**config.mk**
```make
export PLATFORM = sky130hd
export DESIGN_NAME = rs232c_tx_sender
export DESIGN_NICKNAME = d
export VERILOG_FILES = /design/src/rtl/rs232c_pkg.sv /design/src/rtl/rs232c_tx_sender_fifo.sv /design/src/rtl/rs232c_tx_sender.sv
export SDC_FILE = /design/constraint.sdc
export NUM_CORES = 1
export LEC_CHECK = 0
export CORE_AREA = 4 4 134 136
export CTS_CLUSTER_SIZE = 30
export DETAILED_ROUTE_END_ITERATION = 10
export DIE_AREA = 0 0 138 140
export PLACE_DENSITY = 0.61
export SLEW_MARGIN = 40
export SYNTH_ARGS = -nofsm -noshare
export SYNTH_HDL_FRONTEND = slang
export SYNTH_SLANG_ARGS = --single-unit
```
**constraint.sdc**
```tcl
create_clock -name clk -period 7.2 [get_ports clk]
set_input_delay 1.08 -clock clk [delete_from_list [all_inputs] [get_ports clk]]
set_output_delay 1.08 -clock clk [all_outputs]
set_load 0.01 [all_outputs]
```
**src/rtl/rs232c_pkg.sv**
```systemverilog
// Shared definitions for the RS-232C transmit path (and the matching receive side).
// Holds the serialiser state encoding, frame geometry constants and the default
// bit period in clock cycles.
package rs232c_pkg;

  typedef enum logic [1:0] {
    IDLE  = 2'd0,
    START = 2'd1,
    DATA  = 2'd2,
    STOP  = 2'd3
  } tx_state_t;

  localparam int FRAME_BITS = 10;  // start + 8 data + stop
  localparam int DATA_BITS  = 8;

  localparam logic [15:0] DEFAULT_WAIT_COUNT = 16'd2604;

endpackage

```
**src/rtl/rs232c_tx_sender_fifo.sv**
```systemverilog
// tx_fifo: circular byte buffer between the CPU strobe and the serialiser.
// Ports:
//   clk, reset (sync, active-low)
//   push, din  : write request and byte
//   pop        : read request (only honoured when not empty)
//   dout       : byte at the read pointer (valid while not empty)
//   full, empty: registered occupancy flags computed from the next count
// A push while full is accepted only if a pop frees a slot on the same edge.
module tx_fifo
  import rs232c_pkg::*;
#(
  parameter int DEPTH_LOG2 = 4
) (
  input  logic       clk,
  input  logic       reset,
  input  logic       push,
  input  logic [7:0] din,
  input  logic       pop,
  output logic [7:0] dout,
  output logic       full,
  output logic       empty
);

  localparam int DEPTH = 2 ** DEPTH_LOG2;
  localparam logic [DEPTH_LOG2:0]   FULL_COUNT = (DEPTH_LOG2 + 1)'(DEPTH);
  localparam logic [DEPTH_LOG2:0]   CNT_ONE    = (DEPTH_LOG2 + 1)'(1);
  localparam logic [DEPTH_LOG2-1:0] PTR_ONE    = DEPTH_LOG2'(1);

  logic [7:0]            mem [DEPTH];
  logic [DEPTH_LOG2-1:0] wptr;
  logic [DEPTH_LOG2-1:0] rptr;
  logic [DEPTH_LOG2:0]   count;
  logic [DEPTH_LOG2:0]   count_next;
  logic                  push_ok;
  logic                  pop_ok;

  always_comb begin
    pop_ok     = pop && !empty;
    push_ok    = push && (!full || pop_ok);
    count_next = count;
    if (push_ok && !pop_ok) begin
      count_next = count + CNT_ONE;
    end else if (pop_ok && !push_ok) begin
      count_next = count - CNT_ONE;
    end
  end

  assign dout = mem[rptr];

  always_ff @(posedge clk) begin
    if (push_ok) begin
      mem[wptr] <= din;
    end
  end

  always_ff @(posedge clk) begin
    if (!reset) begin
      wptr  <= '0;
      rptr  <= '0;
      count <= '0;
      full  <= 1'b0;
      empty <= 1'b1;
    end else begin
      if (push_ok) wptr <= wptr + PTR_ONE;
      if (pop_ok)  rptr <= rptr + PTR_ONE;
      count <= count_next;
      full  <= (count_next == FULL_COUNT);
      empty <= (count_next == '0);
    end
  end

endmodule

```
**src/rtl/rs232c_tx_sender.sv**
```systemverilog
// rs232c_tx_sender: buffers CPU bytes and serialises them as 8N1, LSB first.
// Ports:
//   clk                    : system clock
//   reset                  : sync, active-low
//   send_enable, send_data : push strobe and byte (one byte per asserted cycle)
//   tx                     : serial line, idle high, driven from a flop
//   fifo_full, fifo_empty  : buffer occupancy flags
//   busy                   : serialiser not idle (registered)
//   overflow               : sticky, set when a push is dropped; cleared by reset only
module rs232c_tx_sender
  import rs232c_pkg::*;
#(
  parameter int          DEPTH_LOG2 = 4,
  parameter logic [15:0] WAIT_COUNT = DEFAULT_WAIT_COUNT
) (
  input  logic       clk,
  input  logic       reset,
  input  logic       send_enable,
  input  logic [7:0] send_data,
  output logic       tx,
  output logic       fifo_full,
  output logic       fifo_empty,
  output logic       busy,
  output logic       overflow
);

  tx_state_t            state;
  tx_state_t            state_next;
  logic [15:0]          baud;
  logic [15:0]          baud_next;
  logic [2:0]           bit_idx;
  logic [2:0]           bit_idx_next;
  logic [DATA_BITS-1:0] shift;
  logic [DATA_BITS-1:0] shift_next;
  logic [7:0]           fifo_dout;
  logic                 pop;
  logic                 bit_end;
  logic                 tx_next;

  tx_fifo #(.DEPTH_LOG2(DEPTH_LOG2)) u_fifo (
    .clk   (clk),
    .reset (reset),
    .push  (send_enable),
    .din   (send_data),
    .pop   (pop),
    .dout  (fifo_dout),
    .full  (fifo_full),
    .empty (fifo_empty)
  );

  always_comb begin
    state_next   = state;
    baud_next    = baud;
    bit_idx_next = bit_idx;
    shift_next   = shift;
    pop          = 1'b0;
    tx_next      = 1'b1;
    bit_end      = (baud == WAIT_COUNT - 16'd1);

    case (state)
      IDLE: begin
        if (!fifo_empty) begin
          pop        = 1'b1;
          shift_next = fifo_dout;
          state_next = START;
          baud_next  = '0;
        end
      end
      START: begin
        if (bit_end) begin
          state_next   = DATA;
          bit_idx_next = '0;
          baud_next    = '0;
        end else begin
          baud_next = baud + 16'd1;
        end
      end
      DATA: begin
        if (bit_end) begin
          baud_next  = '0;
          shift_next = shift >> 1;
          if (bit_idx == 3'(DATA_BITS - 1)) begin
            state_next = STOP;
          end else begin
            bit_idx_next = bit_idx + 3'd1;
          end
        end else begin
          baud_next = baud + 16'd1;
        end
      end
      STOP: begin
        if (bit_end) begin
          state_next = IDLE;
          baud_next  = '0;
        end else begin
          baud_next = baud + 16'd1;
        end
      end
      default: state_next = IDLE;
    endcase

    // Line level is decided from the state being entered so tx comes straight off a flop.
    case (state_next)
      START:   tx_next = 1'b0;
      DATA:    tx_next = shift_next[0];
      default: tx_next = 1'b1;
    endcase
  end

  always_ff @(posedge clk) begin
    if (!reset) begin
      state    <= IDLE;
      baud     <= '0;
      bit_idx  <= '0;
      tx       <= 1'b1;
      busy     <= 1'b0;
      overflow <= 1'b0;
    end else begin
      state   <= state_next;
      baud    <= baud_next;
      bit_idx <= bit_idx_next;
      tx      <= tx_next;
      busy    <= (state_next != IDLE);
      // A push while full is only lost when no pop frees a slot on this edge.
      if (send_enable && fifo_full && !pop) begin
        overflow <= 1'b1;
      end
    end
  end

  always_ff @(posedge clk) begin
    shift <= shift_next;
  end

endmodule

```
==> out/metrics.cfg <==
[status]
status=finished clean

[final_layout]
fin_util=0.497
regArea_um2=4940
area_growth_pct=13.9
mostFrequentLayoutCells=135 x edfxtp_1, 43 x dfxtp_1, 38 x nor2_1, 37 x mux4_2, 25 x nand2_1
drive_gt1_frac=0.174
multi_input_area_um2=2370
layout.nets=515
diodes=0
final_common_cell=edfxtp_1
final_cells=732
stdcell_area_um2=8420
fillerInstances=1419

[setup_path]
crit_type=input pin to flop
cp.required_ns=7.26
critPathArrivalTime_ns=3.08
reg2regPathDepth=6
r2r-end=tx
rrSetupSlack_ns=4.39
startpoint=send_enable
crit_path_end_kind=flop
startpoint_type=input pin
worstPathMaxFanout=8

[job]
maxCapViolCount=0

[detailed_routing]
via_per_inst=5.72
wire_per_inst_um=21.8
ant_nets=0
dr.pass1.iters=4
vias=4187
drcViolationCount=0
wl_um=16000
drt-initial-drc-count=307

[sta]
maxSlewViolCount=0
tightest_slew_ns=0.795
fmaxAchievable_mhz=331
rsz0062_at_grt=no
period_share=0.420
final-hold-violation-count=0
slew_headroom=0.468
finalSetupViolCount=0
min_period_ns=3.02
timing.setup.tns_ns=0
clock-skew-final_ns=0.0114

[synth]
syn-num-nets=501
synthDominantCellAreaShare=0.548
ys_async_sr_fraction=0
synth_top_area_cell=edfxtp_1
ys.flop_type=edfxtp_1
yosys.cell_types.count=53
syn_area_um2=7390
synth.avg_cell_area_um2=15.4
synth-warning-count=0
synthCells=480
synth-edff-count=135
synth-seq-cells=179
seq_area_frac_synth=0.668
synth_area_leaders=edfxtp_1 55%, dfxtp_1 12%, mux4_2 11%

[pwr]
p_per_area_nw_per_um2=328
finalPower_w=0.00277
pwr-share-clk=0.342
intPower_w=0.00196
p_sw_w=0.000805
power_frac_seq=0.445
ir_worst_vdd_uv=191
p_leak_nw=2.67
swShare=0.291
p_comb_frac=0.212

[grt]
overflow=0
grt_max_degree=35
grt_use_total=0.168
grt_pass1_wl_um=24700
grt_pass1_vias=4187
antenna_found_initial=0

[hold_path]
holdPathStages=2
hold_path_end=overflow
min_from=overflow
min_path_type=flop to flop

[clocking]
cts-root-buf=clkbuf_16
cts-resized-gates=0
cts_sinks=179
post_cts_buffers=0
clkLatencyLatePin_ns=0.43
clockBufferDepth=2
cts_tree=done
ctsHoldBuffers=0
clk_pin_slew_worst_paths_ns=0.07
htreeDepth=4
cts_buffers=17

[place]
placed_area_um2=7770
gp_congestion=0.832
io_buffers=15
dp.cells=700
dp_hpwl_um=10500

[floorplan]
core.rowCount=48
die_y_um=140
dieArea_um2=19300
core-area_um2=16900
ios=16
die-width_um=138
start_util=0.436

critical path, cell delays in order:
cell             delay, ns
clkdlybuf4s50_1       0.64
a21boi_1              0.51
nand3_1               0.27
nor2_1                0.59
flip-flops by register name (all words and copies together), names as in the netlist, named ones only:
name,count
u_fifo.mem,128
baud,16
shift,8
u_fifo.count,5
u_fifo.rptr,4
u_fifo.wptr,4
bit_idx,3
state,2
busy,1
overflow,1
tx,1
u_fifo.empty,1
u_fifo.full,1
power groups by stage:
stage | Sequential, W | Combinational (W) | Clock [W]
global route | 0.00124 | 0.000640 | 0.00100
global placement | 0.00125 | 0.000573 | 0
CTS | 0.00123 | 0.000588 | 0.000964
detailed placement | 0.00126 | 0.000586 | 0
finish | 0.00123 | 0.000587 | 0.000947
floorplan | 0.00124 | 0.000438 | 0
metal layers:
metal | wire length, um | vias up | track usage
met5 | 0 | - | 0
met4 | 286 | 0 | 0.0582
met3 | 634 | 18 | 0.0328
met2 | 7870 | 103 | 0.273
met1 | 7190 | 2154 | 0.229
li1 | - | 1912 | -
through the flow:
| stage | hold WS, ns | setup WS, ns |
|---|---|---|
| global route | 0.493 | 4.08 |
| global placement | 0.450 | 3.87 |
| detailed placement | 0.461 | 3.79 |
| finish | 0.479 | 4.18 |
| floorplan | 0.458 | 4.72 |
| CTS | 0.482 | 4.26 |
logic make-up (layout without fill, tap and decap cells):
| group | Yosys count | in the layout | share of synthesized area |
|---|---|---|---|
| compound gates | 63 | 63 | 0.0594 |
| xor+xnor | 16 | 16 | 0.0190 |
| fa+ha+maj | 10 | 10 | 0.0169 |
| buf+inv | 36 | 63 | 0.0210 |
| flops | 179 | 179 | 0.668 |
| mux | 42 | 42 | 0.120 |
| simple gates | 134 | 134 | 0.0958 |
cell usage after synthesis (all sizes together) (2+ instances only):
library cell,n
o31a,2
nor3b,4
nand2b,5
a21oi,13
a21o,2
inv,12
nor3,6
mux2,2
mux2i,3
o221a,2
a22o,6
or3,5
nor4,10
and4,4
xor2,7
clkbuf,17
nor4b,2
xnor2,9
o31ai,2
dfxtp,44
nand3,4
and3,7
nor2,38
o21ai,12
buf,7
a211oi,3
a41oi,3
a22oi,4
nand2,25
nand3b,4
a31oi,4
ha,10
mux4,37
edfxtp,135
nor4bb,2
and2,10
nand4,4
a311oi,4
worst max-delay path by stage:
stage	to	slack [ns]
after floorplan	u_fifo.mem[3][0]	4.72
after global placement	u_fifo.mem[12][5]	3.87
after detailed placement	u_fifo.mem[12][7]	3.79
after CTS	u_fifo.mem[12][1]	4.26
after global routing	u_fifo.mem[12][1]	4.08
final	u_fifo.mem[12][6]	4.18
final cells by class:
type | count | area share
Sequential cell | 179 | 0.586
Multi-Input combinational cell | 265 | 0.281
Clock buffer | 17 | 0.0505
Tap cell | 225 | 0.0334
Clock inverter | 15 | 0.0218
Timing Repair Buffer | 19 | 0.0214
Inverter | 12 | 0.00535
No activity file was read; power rests on OpenSTA's default activity.
